[src/rtl/lane_pkg.sv]
// Shared types and constants for the 5x5x64 lane-memory datapath.
package lane_pkg;

  localparam int unsigned LANE_W   = 64;
  localparam int unsigned LANE_DIM = 5;
  localparam int unsigned LANE_CNT = LANE_DIM * LANE_DIM;
  localparam int unsigned COORD_W  = 3;

  typedef logic [LANE_W-1:0]  lane_t;
  typedef logic [COORD_W-1:0] coord_t;

  typedef enum logic [1:0] {
    ST_IDLE  = 2'd0,
    ST_LOAD  = 2'd1,
    ST_DRAIN = 2'd2,
    ST_DONE  = 2'd3
  } mover_state_e;

endpackage

[src/rtl/lane_cnt.sv]
// x-fastest lane address counter over a DIM x DIM grid; wraps (DIM-1,DIM-1) -> (0,0).
module lane_cnt
  import lane_pkg::*;
#(
  parameter int unsigned DIM = LANE_DIM
) (
  input  logic   clk,
  input  logic   rst_n,
  input  logic   clr,
  input  logic   inc,
  output coord_t x,
  output coord_t y,
  output logic   last
);

  localparam coord_t MAXC = coord_t'(DIM - 1);

  assign last = (x == MAXC) && (y == MAXC);

  always_ff @(posedge clk or negedge rst_n) begin
    if (!rst_n) begin
      x <= '0;
      y <= '0;
    end else if (clr) begin
      x <= '0;
      y <= '0;
    end else if (inc) begin
      if (x == MAXC) begin
        x <= '0;
        y <= (y == MAXC) ? '0 : y + coord_t'(1);
      end else begin
        x <= x + coord_t'(1);
      end
    end
  end

endmodule

[src/rtl/lane_mover.sv]
// Streams a 25-lane state into / out of the lane memory over valid/ready.
// Define LANE_MOVER_ABSORB_EN to XOR incoming lanes with memory contents on load.
module lane_mover
  import lane_pkg::*;
#(
  parameter int unsigned W   = LANE_W,
  parameter int unsigned DIM = LANE_DIM
) (
  input  logic         clk,
  input  logic         rst_n,
  input  logic         start_load,
  input  logic         start_drain,
  output logic         busy,
  output logic         done,
  input  logic         in_valid,
  output logic         in_ready,
  input  logic [W-1:0] in_data,
  output logic         out_valid,
  input  logic         out_ready,
  output logic [W-1:0] out_data,
  output logic [2:0]   rx,
  output logic [2:0]   ry,
  input  logic [W-1:0] rd,
  output logic [2:0]   wx,
  output logic [2:0]   wy,
  output logic         wr,
  output logic [W-1:0] wd
);

  mover_state_e state, state_nxt;

  coord_t lx, ly, fx, fy;
  logic   l_last, f_last;
  logic   start_ok, load_inc, fetch_inc, fetch_all, drain_end;

  lane_cnt #(.DIM(DIM)) u_load_cnt (
    .clk  (clk),
    .rst_n(rst_n),
    .clr  (start_ok),
    .inc  (load_inc),
    .x    (lx),
    .y    (ly),
    .last (l_last)
  );

  lane_cnt #(.DIM(DIM)) u_fetch_cnt (
    .clk  (clk),
    .rst_n(rst_n),
    .clr  (start_ok),
    .inc  (fetch_inc),
    .x    (fx),
    .y    (fy),
    .last (f_last)
  );

  always_ff @(posedge clk or negedge rst_n) begin
    if (!rst_n) state <= ST_IDLE;
    else        state <= state_nxt;
  end

  // Load has priority over drain when both starts arrive together.
  always_comb begin
    state_nxt = state;
    case (state)
      ST_IDLE: begin
        if (start_load)       state_nxt = ST_LOAD;
        else if (start_drain) state_nxt = ST_DRAIN;
      end
      ST_LOAD:  if (load_inc && l_last) state_nxt = ST_DONE;
      ST_DRAIN: if (drain_end)          state_nxt = ST_DONE;
      ST_DONE:  state_nxt = ST_IDLE;
      default:  state_nxt = ST_IDLE;
    endcase
  end

  always_comb begin
    start_ok  = 1'b0;
    load_inc  = 1'b0;
    fetch_inc = 1'b0;
    drain_end = 1'b0;
    wr        = 1'b0;
    wd        = '0;
    wx        = lx;
    wy        = ly;
    rx        = lx;
    ry        = ly;
    case (state)
      ST_IDLE: start_ok = start_load | start_drain;
      ST_LOAD: begin
        load_inc = in_valid & in_ready;
        if (load_inc) begin
          wr = 1'b1;
`ifdef LANE_MOVER_ABSORB_EN
          wd = in_data ^ rd;
`else
          wd = in_data;
`endif
        end
      end
      ST_DRAIN: begin
        rx        = fx;
        ry        = fy;
        fetch_inc = (!out_valid || out_ready) && !fetch_all;
        drain_end = out_valid && out_ready && fetch_all;
      end
      default: ;
    endcase
  end

  // fetch_all marks that the last lane is already in (or past) the output register.
  always_ff @(posedge clk or negedge rst_n) begin
    if (!rst_n) begin
      busy      <= 1'b0;
      done      <= 1'b0;
      in_ready  <= 1'b0;
      out_valid <= 1'b0;
      out_data  <= '0;
      fetch_all <= 1'b0;
    end else begin
      busy     <= (state_nxt != ST_IDLE);
      done     <= (state_nxt == ST_DONE);
      in_ready <= (state_nxt == ST_LOAD);
      if (fetch_inc) begin
        out_data  <= rd;
        out_valid <= 1'b1;
      end else if (out_ready) begin
        out_valid <= 1'b0;
      end
      if (state != ST_DRAIN)        fetch_all <= 1'b0;
      else if (fetch_inc && f_last) fetch_all <= 1'b1;
    end
  end

endmodule

[config.mk]
export PLATFORM = sky130hd
export DESIGN_NAME = lane_mover
export DESIGN_NICKNAME = d
export VERILOG_FILES = /design/src/rtl/lane_pkg.sv /design/src/rtl/lane_cnt.sv /design/src/rtl/lane_mover.sv
export SDC_FILE = /design/constraint.sdc
export NUM_CORES = 1
export LEC_CHECK = 0
export BUFFER_PORTS_ARGS = -buffer_cell sky130_fd_sc_hd__buf_2
export CORE_AREA = 2 2 108 110
export DETAILED_ROUTE_END_ITERATION = 6
export DIE_AREA = 0 0 110 112
export PLACE_DENSITY = 0.73
export RECOVER_POWER = 100
export SYNTH_ARGS = -nofsm -noshare
export SYNTH_HDL_FRONTEND = slang
export SYNTH_SLANG_ARGS = --single-unit
[constraint.sdc]
create_clock -name clk -period 2.27 [get_ports clk]
set_input_delay 0.454 -clock clk [delete_from_list [all_inputs] [get_ports clk]]
set_output_delay 0.454 -clock clk [all_outputs]
set_load 0.01 [all_outputs]
## Yosys cells after proc, flatten, opt, wreduce, memory -nomap -nowiden

Cells that the tools add are included.

- Bits of input ports: 134
- Register bits: 83
- Word-level logic and storage cells: 80
- Output and inout port bits: 145

- Mux-type cells: 33
- Reductions and logical operators: 20
- Equal/unequal tests: 10
- Bitwise logic cells: 2
- Add/subtract/negate cells: 4

Operators by type and width:

| kind | count |
|---|---|
| $mux 64 | 2 |
| $mux 3 | 16 |
| $reduce_bool 2->1 | 7 |
| $add 3x1->3 const B | 4 |
| $eq 3x3->1 const B | 4 |
| $mux 1 | 10 |
| $mux 2 | 4 |
| $pmux 2 s4 | 1 |
| $logic_and 1x1->1 | 7 |
| $eq 2x2->1 const B | 3 |
| $eq 2x1->1 const B | 2 |
| $reduce_and 2->1 | 2 |
| $logic_not 1->1 | 2 |
| $logic_not 2->1 | 1 |
| $ne 2x2->1 const B | 1 |
| $and 1x1->1 | 1 |
| $logic_or 1x1->1 | 1 |
| $or 1x1->1 | 1 |

## Logic depth before layout (Yosys ltp)

Gate-level depths: netlist (run 1).

- Word-level depth: 7
- Mapped depth: 6
- Depth with buffers taken out: 5

## By module

Synthesis (run 1) repeated with hierarchy kept, for this count alone.

- Cell total of the unflattened synthesis: 321
- Area, all modules: 4120.2 um2

By module, submodules not included:

| module | area each (um2) | instances | cells each |
|---|---|---|---|
| lane_mover | 3434.5 | 1 | 253 |
| lane_cnt | 342.8 | 2 | 34 |

## Least setup slack after synthesis (run 1)

Ideal clock, no wire load.

- Path kind: reg2out
- Start point: reg state[0]
- End point: out wd[55]
- Buffers on the path: 2
- Data arrival time: 1.343 ns
- Path slack: 0.473 ns
- Cell stages (with the launch flop): 6
- Required time: 1.816 ns
- Path through: dfrtp_1 buf_2 nand4b_1 clkinv_1 clkbuf_1 and2_1

- Longest elaborated chain between the ends: 2

RTL lines:

| element | line | text |
|---|---|---|
| start: declaration | lane_mover.sv:30 | `mover_state_e state, state_nxt;` |
| start signal: assignment | lane_mover.sv:58 | `else state <= state_nxt;` |
| $eq 2x1->1 | lane_mover.sv:87 | `case (state)` |
| $mux 64 | lane_mover.sv:87 |  |
| end: declaration | lane_mover.sv:27 | `output logic [W-1:0] wd` |

Every way passes these cells.

## Worst setup path after layout (run 1)

- Start point: reg state[1]
- End point: out wd[61]

The elaborated chain is that of the path after synthesis.

==> load_flow_metrics.sql, run 1 <==
INSERT INTO impl_metrics (metric_group, metric, value, unit) VALUES
('floorplanning', 'design.die.area', '12300', 'um^2'),
('global_route', 'globalRouteOverflowTotal', '0', ''),
('drt', 'route.detailed.vias_per_inst', '4.70', ''),
('drt', 'totalWireLength', '11700', 'um'),
('logic_synthesis', 'synth_top_area_share', '50.3', '%'),
('logic_synthesis', 'synth.lib_cells_used.distinct', '34', ''),
('timing', 'timing.final.max_slew_violations', '32', ''),
('drt', 'first_iter_violations', '225', ''),
('logic_synthesis', 'synth_edf_count', '0', ''),
('placed_design', 'routabilityCongestion', '0.859', ''),
('logic_synthesis', 'synthArstFlopShare', '100', '%'),
('power_and_ir_drop', 'ir_worst_vdd', '595', 'uV'),
('clocking', 'clk_pin_slew', '0.06', 'ns'),
('global_route', 'pin_count_of_the_biggest_net_entering_global_routing', '73', ''),
('power_and_ir_drop', 'internal_power_component', '4.10', 'mW'),
('timing', 'slew_headroom', '-18.3', '%'),
('worst_setup_path', 'critical_path.startpoint_type', 'flop', ''),
('timing', 'layout_worst_path_cycle_share', '94.0', '%'),
('min_path', 'hp_class', 'in -> reg', ''),
('timing', 'finalClockSkew', '0.00468', 'ns'),
('clocking', 'clk_path_buf_depth', '2', ''),
('drt', 'via_count', '3539', ''),
('worst_setup_path', 'worst_r2r_path_depth', '4', ''),
('power_and_ir_drop', 'power.share.sequential', '41.0', '%'),
('logic_synthesis', 'synth_seq_area_share', '50.3', '%'),
('timing', 'finalSetupViolations', '0', ''),
('floorplanning', 'starting_density', '37.0', '%'),
('timing', 'final.min_clock_period', '2.13', 'ns'),
('min_path', 'hold_path_startpoint', 'rd[10]', ''),
('timing', 'final_worst_path_setup_slack', '0.135', 'ns'),
('timing', 'rsz0062_at_grt', 'no', ''),
('global_route', 'grt_pass1_vias', '3442', ''),
('global_route', 'gr-usage-all-layers', '18.5', '%'),
('clocking', 'clock_sink_count', '83', ''),
('worst_setup_path', 'worst_path_arrival', '1.68', 'ns'),
('floorplanning', 'num_rows', '39', ''),
('worst_setup_path', 'worstReg2RegEnd', 'out_data[35]', ''),
('clocking', 'cts-htree-levels', '3', ''),
('timing', 'achievable-frequency', '468', 'MHz'),
('outcome', 'failed_checks', 'capacitance limit, slew limit', ''),
('power_and_ir_drop', 'sw_frac_of_total', '33.0', '%'),
('floorplanning', 'core_area', '11200', 'um^2'),
('logic_synthesis', 'synthesis.instances', '322', ''),
('placed_design', 'port_buffers', '278', ''),
('clocking', 'tritoncts', 'done', ''),
('outcome', 'result_of_the_run', 'complete, but fails checks', ''),
('power_and_ir_drop', 'power.net_switching', '2.03', 'mW'),
('timing', 'hold_violations', '0', ''),
('logic_synthesis', 'post-synth-top-area-cell', 'sky130_fd_sc_hd__dfrtp_1', ''),
('finish', 'multi_input_logic_area', '1770', 'um^2'),
('logic_synthesis', 'synth.top_cells.by_count', 'sky130_fd_sc_hd__dfrtp_1, sky130_fd_sc_hd__and2_1, sky130_fd_sc_hd__mux2_4', ''),
('finish', 'stdcell_area', '5740', 'um^2'),
('flow_run', 'cap_violations', '1', ''),
('finish', 'num_antenna_cells', '0', ''),
('power_and_ir_drop', 'pwr_density_cell', '1070', 'nW/um^2'),
('finish', 'final_layout_size_suffix_gt1_share', '37.5', '%'),
('drt', 'drc', '0', ''),
('min_path', 'holdPathEnd', 'out_data[10]', ''),
('logic_synthesis', 'synthesis.area', '4130', 'um^2'),
('drt', 'routed_wire_length_per_instance', '15.6', 'um'),
('logic_synthesis', 'post_synth.cell_area_avg', '12.8', 'um^2'),
('finish', 'final_cells', '753', ''),
('worst_setup_path', 'critPathKind', 'reg -> out', ''),
('logic_synthesis', 'synth.net_count', '464', ''),
('worst_setup_path', 'data_required_time_at_the_worst_endpoint', '1.82', 'ns'),
('drt', 'dr.pass1.iters', '4', ''),
('min_path', 'whs_path_depth', '2', ''),
('worst_setup_path', 'endpoint_kind', 'output pin', ''),
('placed_design', 'placed_cells', '737', ''),
('worst_setup_path', 'cp_max_fo', '72', ''),
('placed_design', 'dp_slack', '0.394', 'ns');
==> cells in the final DEF, fill, tap and decap left out, types with 5 or more instances in the layout <==
cell,n
sky130_fd_sc_hd__a21oi_1,10
sky130_fd_sc_hd__and2_0,18
sky130_fd_sc_hd__and2_1,48
sky130_fd_sc_hd__buf_2,162
sky130_fd_sc_hd__clkbuf_1,113
sky130_fd_sc_hd__clkbuf_16,9
sky130_fd_sc_hd__clkbuf_2,9
sky130_fd_sc_hd__dfrtp_1,82
sky130_fd_sc_hd__ha_1,8
sky130_fd_sc_hd__inv_1,10
sky130_fd_sc_hd__mux2_1,34
sky130_fd_sc_hd__mux2_2,6
sky130_fd_sc_hd__mux2_4,26
sky130_fd_sc_hd__nand2_1,11
sky130_fd_sc_hd__nand4_1,5
sky130_fd_sc_hd__nor3_1,5
sky130_fd_sc_hd__o21ai_0,11
==> registers in the layout (all words and copies together) (netlist names) <==
name and count:
out_data 64, u_fetch_cnt.x 3, u_fetch_cnt.y 3, u_load_cnt.x 3, u_load_cnt.y 3, state 2
busy 1, done 1, fetch_all 1, in_ready 1, out_valid 1
==> layer usage <==
| metal | wire, um | track usage, % |
|---|---|---|
| met5 | 0 | 0 |
| met4 | 150 | 4.98 |
| met3 | 1200 | 5.68 |
| met2 | 6070 | 33.3 |
| met1 | 4310 | 20.9 |
==> worst max-delay path by stage <==
stage / startpoint / endpoint / slack, ns / cells after the start
finish: state[1] / wd[61] / 0.14 / 5
detailed placement: state[0] / out_data[35] / 0.39 / 4
global placement: state[0] / rx[2] / 0.41 / 3
floorplan: state[0] / wd[55] / 0.47 / 5
CTS: state[0] / rx[2] / 0.05 / 3
global route: state[1] / wd[35] / 0.008 / 5
==> what timing repair did <==
| action | CTS | global route |
|---|---|---|
| setup endpoints to repair | 0 | 5 |
| hold buffers | 0 | 0 |
| endpoints found under the hold margin | 0 | 0 |
| buffers inserted | 0 | 0 |
| resized for setup | 0 | 2 |
==> cell families (layout without fill, tap and decap cells) <==
family	after synthesis	after routing	share of synthesized area, %
AND/OR/NAND/NOR	105	105	15.5
flip-flops	83	83	50.3
multiplexers	66	66	23.4
AO/OA/AOI/OAI	32	32	4.66
buffers and inverters	28	316	3.69
adder cells (fa/ha/maj)	8	8	2.42
==> power by group through the flow <==
stage	Clock [mW]	Combinational, mW	Sequential, mW
global route	1.66	2.27	2.60
global placement	0	2.46	2.49
floorplan	0	1.10	2.78
finish	1.56	2.06	2.51
detailed placement	0	2.50	2.53
CTS	1.58	2.52	2.51
==> area by class of cell <==
type / count / share of cell area (%)
Clock buffer: 12 / 4.29
Clock inverter: 4 / 1.29
Inverter: 11 / 0.719
Multi-Input combinational cell: 211 / 30.9
Sequential cell: 83 / 36.2
Tap cell: 143 / 3.12
Timing Repair Buffer: 289 / 23.5
==> critical path, cell delays in order, from the launching register on <==
cell and delay (ns):
sky130_fd_sc_hd__dfrtp_1 0.43, sky130_fd_sc_hd__nand4b_1 0.24, sky130_fd_sc_hd__clkinv_1 0.11, sky130_fd_sc_hd__buf_12 0.22, sky130_fd_sc_hd__and2_1 0.20, sky130_fd_sc_hd__buf_2 0.14
==> through the flow <==
stage	total power, mW	util, %
finish	6.13	51.4
global route	6.52	51.4
CTS	6.61	54.2
detailed placement	5.03	51.4
global placement	4.95	51.4
floorplan	3.88	-
(Power assumes the default switching activity.)
==> run 2, diff against run 1 <==
--- a/config.mk
+++ b/config.mk
@@ -9,7 +9,7 @@
 export CORE_AREA = 2 2 108 110
 export DETAILED_ROUTE_END_ITERATION = 6
 export DIE_AREA = 0 0 110 112
-export PLACE_DENSITY = 0.73
+export PLACE_DENSITY_LB_ADDON = 0.1
 export RECOVER_POWER = 100
 export SYNTH_ARGS = -nofsm -noshare
 export SYNTH_HDL_FRONTEND = slang
==> load_flow_metrics.sql, run 2 (synthesis gave the netlist of run 1 again) <==
INSERT INTO impl_metrics (metric_group, metric, value, unit) VALUES
('outcome', 'result_of_the_run', 'complete, no violations', ''),
('drt', 'totalWireLength', '10700', 'um'),
('floorplanning', 'design.die.area', '12300', 'um^2'),
('worst_setup_path', 'cp_max_fo', '35', ''),
('power_and_ir_drop', 'power.share.sequential', '43.3', '%'),
('timing', 'final.min_clock_period', '2.12', 'ns'),
('min_path', 'hold_path_startpoint', 'rd[46]', ''),
('power_and_ir_drop', 'clock_power_share', '24.4', '%'),
('floorplanning', 'num_rows', '39', ''),
('drt', 'drc', '0', ''),
('finish', 'final_layout_size_suffix_gt1_share', '32.5', '%'),
('timing', 'worst_tran_pin_value', '1.40', 'ns'),
('timing', 'finalClockSkew', '0.00690', 'ns'),
('worst_setup_path', 'worst_path_arrival', '1.66', 'ns'),
('worst_setup_path', 'cpPeakStageDelay', '0.43', 'ns'),
('finish', 'largest_register_by_flop_count', 'out_data', ''),
('floorplanning', 'top_level_ports', '279', ''),
('floorplanning', 'fp.dieH', '112', 'um'),
('clocking', 'tritoncts', 'done', ''),
('timing', 'achievable-frequency', '472', 'MHz'),
('worst_setup_path', 'worst_r2r_startpoint', 'state[0]', ''),
('worst_setup_path', 'worst_r2r_path_depth', '4', ''),
('power_and_ir_drop', 'combinational_cell_fraction_of_total_power', '32.3', '%'),
('flow_run', 'cap_violations', '0', ''),
('power_and_ir_drop', 'fin_total_pwr', '5.73', 'mW'),
('worst_setup_path', 'critPathKind', 'reg -> out', ''),
('power_and_ir_drop', 'sw_frac_of_total', '34.4', '%'),
('global_route', 'antenna_violations_before_repair', '0', ''),
('finish', 'final_cells', '750', ''),
('timing', 'rsz0062_at_grt', 'no', ''),
('worst_setup_path', 'critical_path.cell_chain', 'nand4b_1 > clkinv_1 > buf_4 > and2_1 > clkbuf_1', ''),
('drt', 'via_count', '3468', ''),
('worst_setup_path', 'reg2reg_setup_slack', '0.31', 'ns'),
('worst_setup_path', 'critPathSlowestCell', 'sky130_fd_sc_hd__dfrtp_1', ''),
('min_path', 'holdPathEnd', 'out_data[46]', ''),
('power_and_ir_drop', 'ir_worst_vdd', '622', 'uV'),
('finish', 'nets', '745', ''),
('global_route', 'gr-usage-all-layers', '17.2', '%'),
('clocking', 'clk_pin_slew', '0.06', 'ns'),
('worst_setup_path', 'data_required_time_at_the_worst_endpoint', '1.82', 'ns'),
('placed_design', 'port_buffers', '278', ''),
('min_path', 'hp_class', 'in -> reg', ''),
('finish', 'mostFrequentLayoutCells', 'sky130_fd_sc_hd__buf_2, sky130_fd_sc_hd__clkbuf_1, sky130_fd_sc_hd__dfrtp_1, sky130_fd_sc_hd__mux2_1, sky130_fd_sc_hd__and2_1', ''),
('finish', 'layout.cells.most_common', 'sky130_fd_sc_hd__buf_2', ''),
('drt', 'routed_wire_length_per_instance', '14.3', 'um'),
('clocking', 'clock_sink_count', '83', ''),
('clocking', 'cts-htree-levels', '3', ''),
('drt', 'dr.pass1.iters', '4', ''),
('clocking', 'number_of_setup_buffers_added_after_cts', '0', ''),
('clocking', 'clock_tree.root_cell', 'sky130_fd_sc_hd__clkbuf_16', ''),
('drt', 'first_iter_violations', '126', ''),
('placed_design', 'placed_cells', '735', ''),
('floorplanning', 'starting_density', '37.0', '%'),
('power_and_ir_drop', 'pwr_density_cell', '1030', 'nW/um^2'),
('timing', 'timing.final.max_slew_violations', '0', ''),
('drt', 'number_of_antenna_violating_nets_in_the_routed_design', '0', ''),
('timing', 'layout_worst_path_cycle_share', '93.3', '%'),
('timing', 'setup_total_negative_slack', '0', 'ns'),
('finish', 'filler_cell_count', '1119', ''),
('min_path', 'whs_path_depth', '2', ''),
('finish', 'syn2layout_area_growth', '35.2', '%'),
('clocking', 'clk_path_buf_depth', '2', ''),
('finish', 'flip_flop_count_of_the_largest_register_all_copies_and_words_added', '64', ''),
('timing', 'finalSetupViolations', '0', ''),
('global_route', 'pin_count_of_the_biggest_net_entering_global_routing', '60', ''),
('worst_setup_path', 'endpoint_kind', 'output pin', ''),
('drt', 'route.detailed.vias_per_inst', '4.62', ''),
('clocking', 'clock_latency', '0.33', 'ns'),
('global_route', 'grt_pass1_wl', '16500', 'um'),
('placed_design', 'dp_hpwl', '8280', 'um'),
('worst_setup_path', 'critical_path.startpoint_type', 'flop', ''),
('timing', 'slew_headroom', '6.86', '%'),
('floorplanning', 'die_width', '110', 'um'),
('timing', 'hold_violations', '0', ''),
('clocking', 'tritoncts.num_buffers', '9', ''),
('worst_setup_path', 'worstReg2RegEnd', 'out_data[33]', ''),
('global_route', 'globalRouteOverflowTotal', '0', ''),
('finish', 'num_antenna_cells', '0', ''),
('clocking', 'postCtsHoldBufs', '0', ''),
('placed_design', 'routabilityCongestion', '0.746', ''),
('power_and_ir_drop', 'power.net_switching', '1.97', 'mW'),
('floorplanning', 'core_area', '11200', 'um^2'),
('global_route', 'grt_pass1_vias', '3454', ''),
('clocking', 'cts_resized', '0', ''),
('power_and_ir_drop', 'power.leakage', '2.61', 'nW'),
('power_and_ir_drop', 'internal_power_component', '3.76', 'mW');
## run 2: cell type report
class                      instances  area, um^2  share of cell area (%)
sequential                        83        2080                    37.2
clock buffer                      10         229                    4.10
multi-input combinational        211        1680                    30.0
clock inverter                     5        55.1                   0.985
tap                              143         179                    3.20
timing repair buffer             287        1330                    23.7
inverter                          11        41.3                   0.739
## run 2: power by group through the flow
stage / logic (mW) / clock network, mW / registers [mW]
floorplan: 1.10 / 0 / 2.78
global placement: 2.47 / 0 / 2.48
detailed placement: 2.49 / 0 / 2.50
CTS: 2.51 / 1.44 / 2.49
global route: 2.07 / 1.52 / 2.57
finish: 1.85 / 1.40 / 2.48
## run 2: layer usage
layer  global-route usage [%]  routed length, um  vias up
li1                         -                  -     1666
met1                     19.9               4260     1622
met2                     29.7               5430      165
met3                     5.56                923       15
met4                     5.23                127        0
met5                        0                  0        -
## run 2: through the flow
stage | instance area, um^2 | util (%) | setup WS, ns | hold WS [ns]
after CTS | 5960 | 53.3 | 0.125 | 0.0251
after global routing | 5590 | 50.0 | 0.00658 | 0.321
final | 5590 | 50.0 | 0.151 | 0.332
after floorplan | 4130 | - | 0.473 | 0.158
after global placement | 5670 | 50.8 | 0.349 | 0.378
after detailed placement | 5670 | 50.8 | 0.318 | 0.384
## run 2: worst max-delay path, delay by kind of cell (launching register included)
family                 cells  cell delay, ns
buffers and inverters      3            0.50
flip-flops                 1            0.43
AND/OR/NAND/NOR            2            0.40
## run 2: worst max path at each step
stage                   start      endpoint  slack (ns)  cells past startpoint
global placement    out_ready  out_data[57]        0.35                      5
finish               state[1]        wd[58]        0.15                      5
global route         state[1]         wd[7]       0.007                      5
detailed placement  out_ready  out_data[55]        0.32                      5
floorplan            state[0]        wd[55]        0.47                      5
CTS                  state[0]        wd[23]        0.12                      5
==> run 3, diff against run 2 <==
--- a/config.mk
+++ b/config.mk
@@ -6,9 +6,10 @@
 export NUM_CORES = 1
 export LEC_CHECK = 0
 export BUFFER_PORTS_ARGS = -buffer_cell sky130_fd_sc_hd__buf_2
-export CORE_AREA = 2 2 108 110
+export CORE_ASPECT_RATIO = 0.8
+export CORE_MARGIN = 2
+export CORE_UTILIZATION = 40
 export DETAILED_ROUTE_END_ITERATION = 6
-export DIE_AREA = 0 0 110 112
 export PLACE_DENSITY_LB_ADDON = 0.1
 export RECOVER_POWER = 100
 export SYNTH_ARGS = -nofsm -noshare
==> load_flow_metrics.sql, run 3 (synthesis gave the netlist of run 1 again) <==
INSERT INTO impl_metrics (metric_group, metric, value, unit) VALUES
('outcome', 'result_of_the_run', 'complete, no violations', ''),
('global_route', 'grt_pass1_wl', '16700', 'um'),
('clocking', 'clk_pin_slew', '0.06', 'ns'),
('timing', 'finalClockSkew', '0.00387', 'ns'),
('worst_setup_path', 'cpPeakStageDelay', '0.43', 'ns'),
('floorplanning', 'starting_density', '40.7', '%'),
('finish', 'nets', '749', ''),
('worst_setup_path', 'cp_max_fo', '33', ''),
('floorplanning', 'num_rows', '33', ''),
('clocking', 'clock_tree.root_cell', 'sky130_fd_sc_hd__clkbuf_16', ''),
('timing', 'achievable-frequency', '473', 'MHz'),
('worst_setup_path', 'worst_r2r_path_depth', '4', ''),
('placed_design', 'dp_hpwl', '8230', 'um'),
('timing', 'timing.final.max_slew_violations', '0', ''),
('worst_setup_path', 'worstReg2RegEnd', 'out_data[32]', ''),
('placed_design', 'cell_area_placed', '5720', 'um^2'),
('worst_setup_path', 'critical_path.cell_chain', 'nand4b_1 > inv_4 > buf_12 > and2_0 > buf_2', ''),
('drt', 'number_of_antenna_violating_nets_in_the_routed_design', '0', ''),
('finish', 'mostFrequentLayoutCells', 'sky130_fd_sc_hd__buf_2, sky130_fd_sc_hd__clkbuf_1, sky130_fd_sc_hd__dfrtp_1, sky130_fd_sc_hd__mux2_1, sky130_fd_sc_hd__and2_1', ''),
('finish', 'stdcell_area', '5650', 'um^2'),
('worst_setup_path', 'endpoint_kind', 'output pin', ''),
('worst_setup_path', 'crit_path_start', 'state[1]', ''),
('worst_setup_path', 'critPathSlowestCell', 'sky130_fd_sc_hd__dfrtp_1', ''),
('timing', 'rsz0062_at_grt', 'no', ''),
('floorplanning', 'die_width', '118', 'um'),
('placed_design', 'routabilityCongestion', '0.824', ''),
('finish', 'seq_area', '2080', 'um^2'),
('worst_setup_path', 'worst_r2r_startpoint', 'state[0]', ''),
('placed_design', 'port_buffers', '278', ''),
('finish', 'final_layout_size_suffix_gt1_share', '31.3', '%'),
('worst_setup_path', 'reg2reg_setup_slack', '0.31', 'ns'),
('finish', 'num_antenna_cells', '0', ''),
('finish', 'layout.cells.most_common', 'sky130_fd_sc_hd__buf_2', ''),
('drt', 'routed_wire_length_per_instance', '14.2', 'um'),
('global_route', 'antenna_violations_before_repair', '0', ''),
('timing', 'layout_worst_path_cycle_share', '93.1', '%'),
('finish', 'syn2layout_area_growth', '36.7', '%'),
('floorplanning', 'fp.dieH', '94.9', 'um'),
('finish', 'flip_flop_count_of_the_largest_register_all_copies_and_words_added', '64', ''),
('drt', 'first_iter_violations', '194', ''),
('floorplanning', 'design.die.area', '11200', 'um^2'),
('drt', 'via_count', '3419', ''),
('timing', 'hold_violations', '0', ''),
('clocking', 'clock_latency', '0.33', 'ns'),
('timing', 'worst_tran_pin_value', '0.924', 'ns'),
('worst_setup_path', 'cp.depth', '5', ''),
('worst_setup_path', 'critical_path.startpoint_type', 'flop', ''),
('drt', 'dr.pass1.iters', '4', ''),
('clocking', 'tritoncts', 'done', ''),
('floorplanning', 'core_area', '10200', 'um^2'),
('timing', 'final.min_clock_period', '2.11', 'ns'),
('clocking', 'tritoncts.num_buffers', '9', ''),
('drt', 'totalWireLength', '10700', 'um'),
('clocking', 'clk_path_buf_depth', '2', ''),
('worst_setup_path', 'critPathKind', 'reg -> out', ''),
('power_and_ir_drop', 'power.leakage', '2.65', 'nW'),
('flow_run', 'cap_violations', '0', ''),
('min_path', 'hp_class', 'in -> async', ''),
('worst_setup_path', 'critPathCapture', 'wd[3]', ''),
('global_route', 'gr-usage-all-layers', '18.8', '%'),
('global_route', 'pin_count_of_the_biggest_net_entering_global_routing', '66', ''),
('clocking', 'clock_sink_count', '83', ''),
('clocking', 'postCtsHoldBufs', '0', ''),
('worst_setup_path', 'worst_path_arrival', '1.66', 'ns'),
('worst_setup_path', 'worst-path-buf-inv', '3', ''),
('global_route', 'grt_pass1_vias', '3287', ''),
('worst_setup_path', 'data_required_time_at_the_worst_endpoint', '1.82', 'ns'),
('clocking', 'cts-htree-levels', '3', ''),
('timing', 'finalSetupViolations', '0', ''),
('finish', 'largest_register_by_flop_count', 'out_data', ''),
('global_route', 'globalRouteOverflowTotal', '0', ''),
('power_and_ir_drop', 'ir_worst_vdd', '564', 'uV'),
('drt', 'route.detailed.vias_per_inst', '4.56', ''),
('worst_setup_path', 'crit_family', 'simple AND/OR/NAND/NOR gates', ''),
('timing', 'slew_headroom', '38.4', '%'),
('finish', 'filler_cell_count', '1025', ''),
('power_and_ir_drop', 'pwr_density_cell', '1060', 'nW/um^2'),
('drt', 'drc', '0', ''),
('floorplanning', 'top_level_ports', '279', ''),
('timing', 'setup_total_negative_slack', '0', 'ns'),
('finish', 'multi_input_logic_area', '1680', 'um^2');
## run 3: repair_timing
action                     4_1_cts  5_1_grt
hold endpoints to repair         0        0
buffers inserted                 0        1
setup endpoints to repair       64       60
gates resized for setup          1        2
cloned                           0        1
pin swaps                        0        0
## run 3: worst min path at each step
stage	slack, ns	cells past startpoint	end
detailed placement	0.46	1	out_data[57]
global placement	0.46	1	out_data[28]
finish	0.26	1	out_data[28]
CTS	0.10	1	out_data[51]
floorplan	0.16	0	busy
global route	0.32	1	out_data[28]
## run 3: where the power goes
part           leakage, nW  switching (mW)  internal, mW  total (mW)
registers            0.998           0.356          2.12        2.47
logic                 1.49            1.04         0.845        1.89
clock network        0.161           0.557          1.06        1.62
## run 3: area by class of cell
type                    instances  area share, %
flip-flops and latches         83           36.8
inverters                      11          0.775
well taps                     140           3.10
repair buffers                291           23.8
clock inverters                 5           1.84
clock buffers                   9           3.99
multi-input cells             211           29.7
## run 3: worst register-to-register path, cell delays in order (launching register included)
cell and delay (ns):
sky130_fd_sc_hd__dfrtp_2 0.45, sky130_fd_sc_hd__nor3b_1 0.28, sky130_fd_sc_hd__nand2_1 0.26, sky130_fd_sc_hd__clkbuf_2 0.41, sky130_fd_sc_hd__mux2_1 0.43
## run 3: per-stage QoR
stage | hold slack (ns) | cells | utilization, % | setup slack (ns) | power [mW]
5_1_grt | 0.321 | 750 | 55.6 | 0.0298 | 6.38
2_1_floorplan | 0.158 | 322 | - | 0.473 | 3.88
3_3_place_gp | 0.457 | 734 | 56.3 | 0.339 | 4.91
3_5_place_dp | 0.462 | 734 | 56.3 | 0.291 | 4.97
6_report | 0.256 | 750 | 55.6 | 0.157 | 5.98
4_1_cts | 0.101 | 748 | 59.6 | 0.0722 | 6.64
## run 3: metal layers
metal | GRT usage (%) | share of wire (%)
met3 | 4.29 | 5.8
met2 | 30.5 | 49
met1 | 25.3 | 44
met4 | 6.02 | 1.4
met5 | 0 | 0
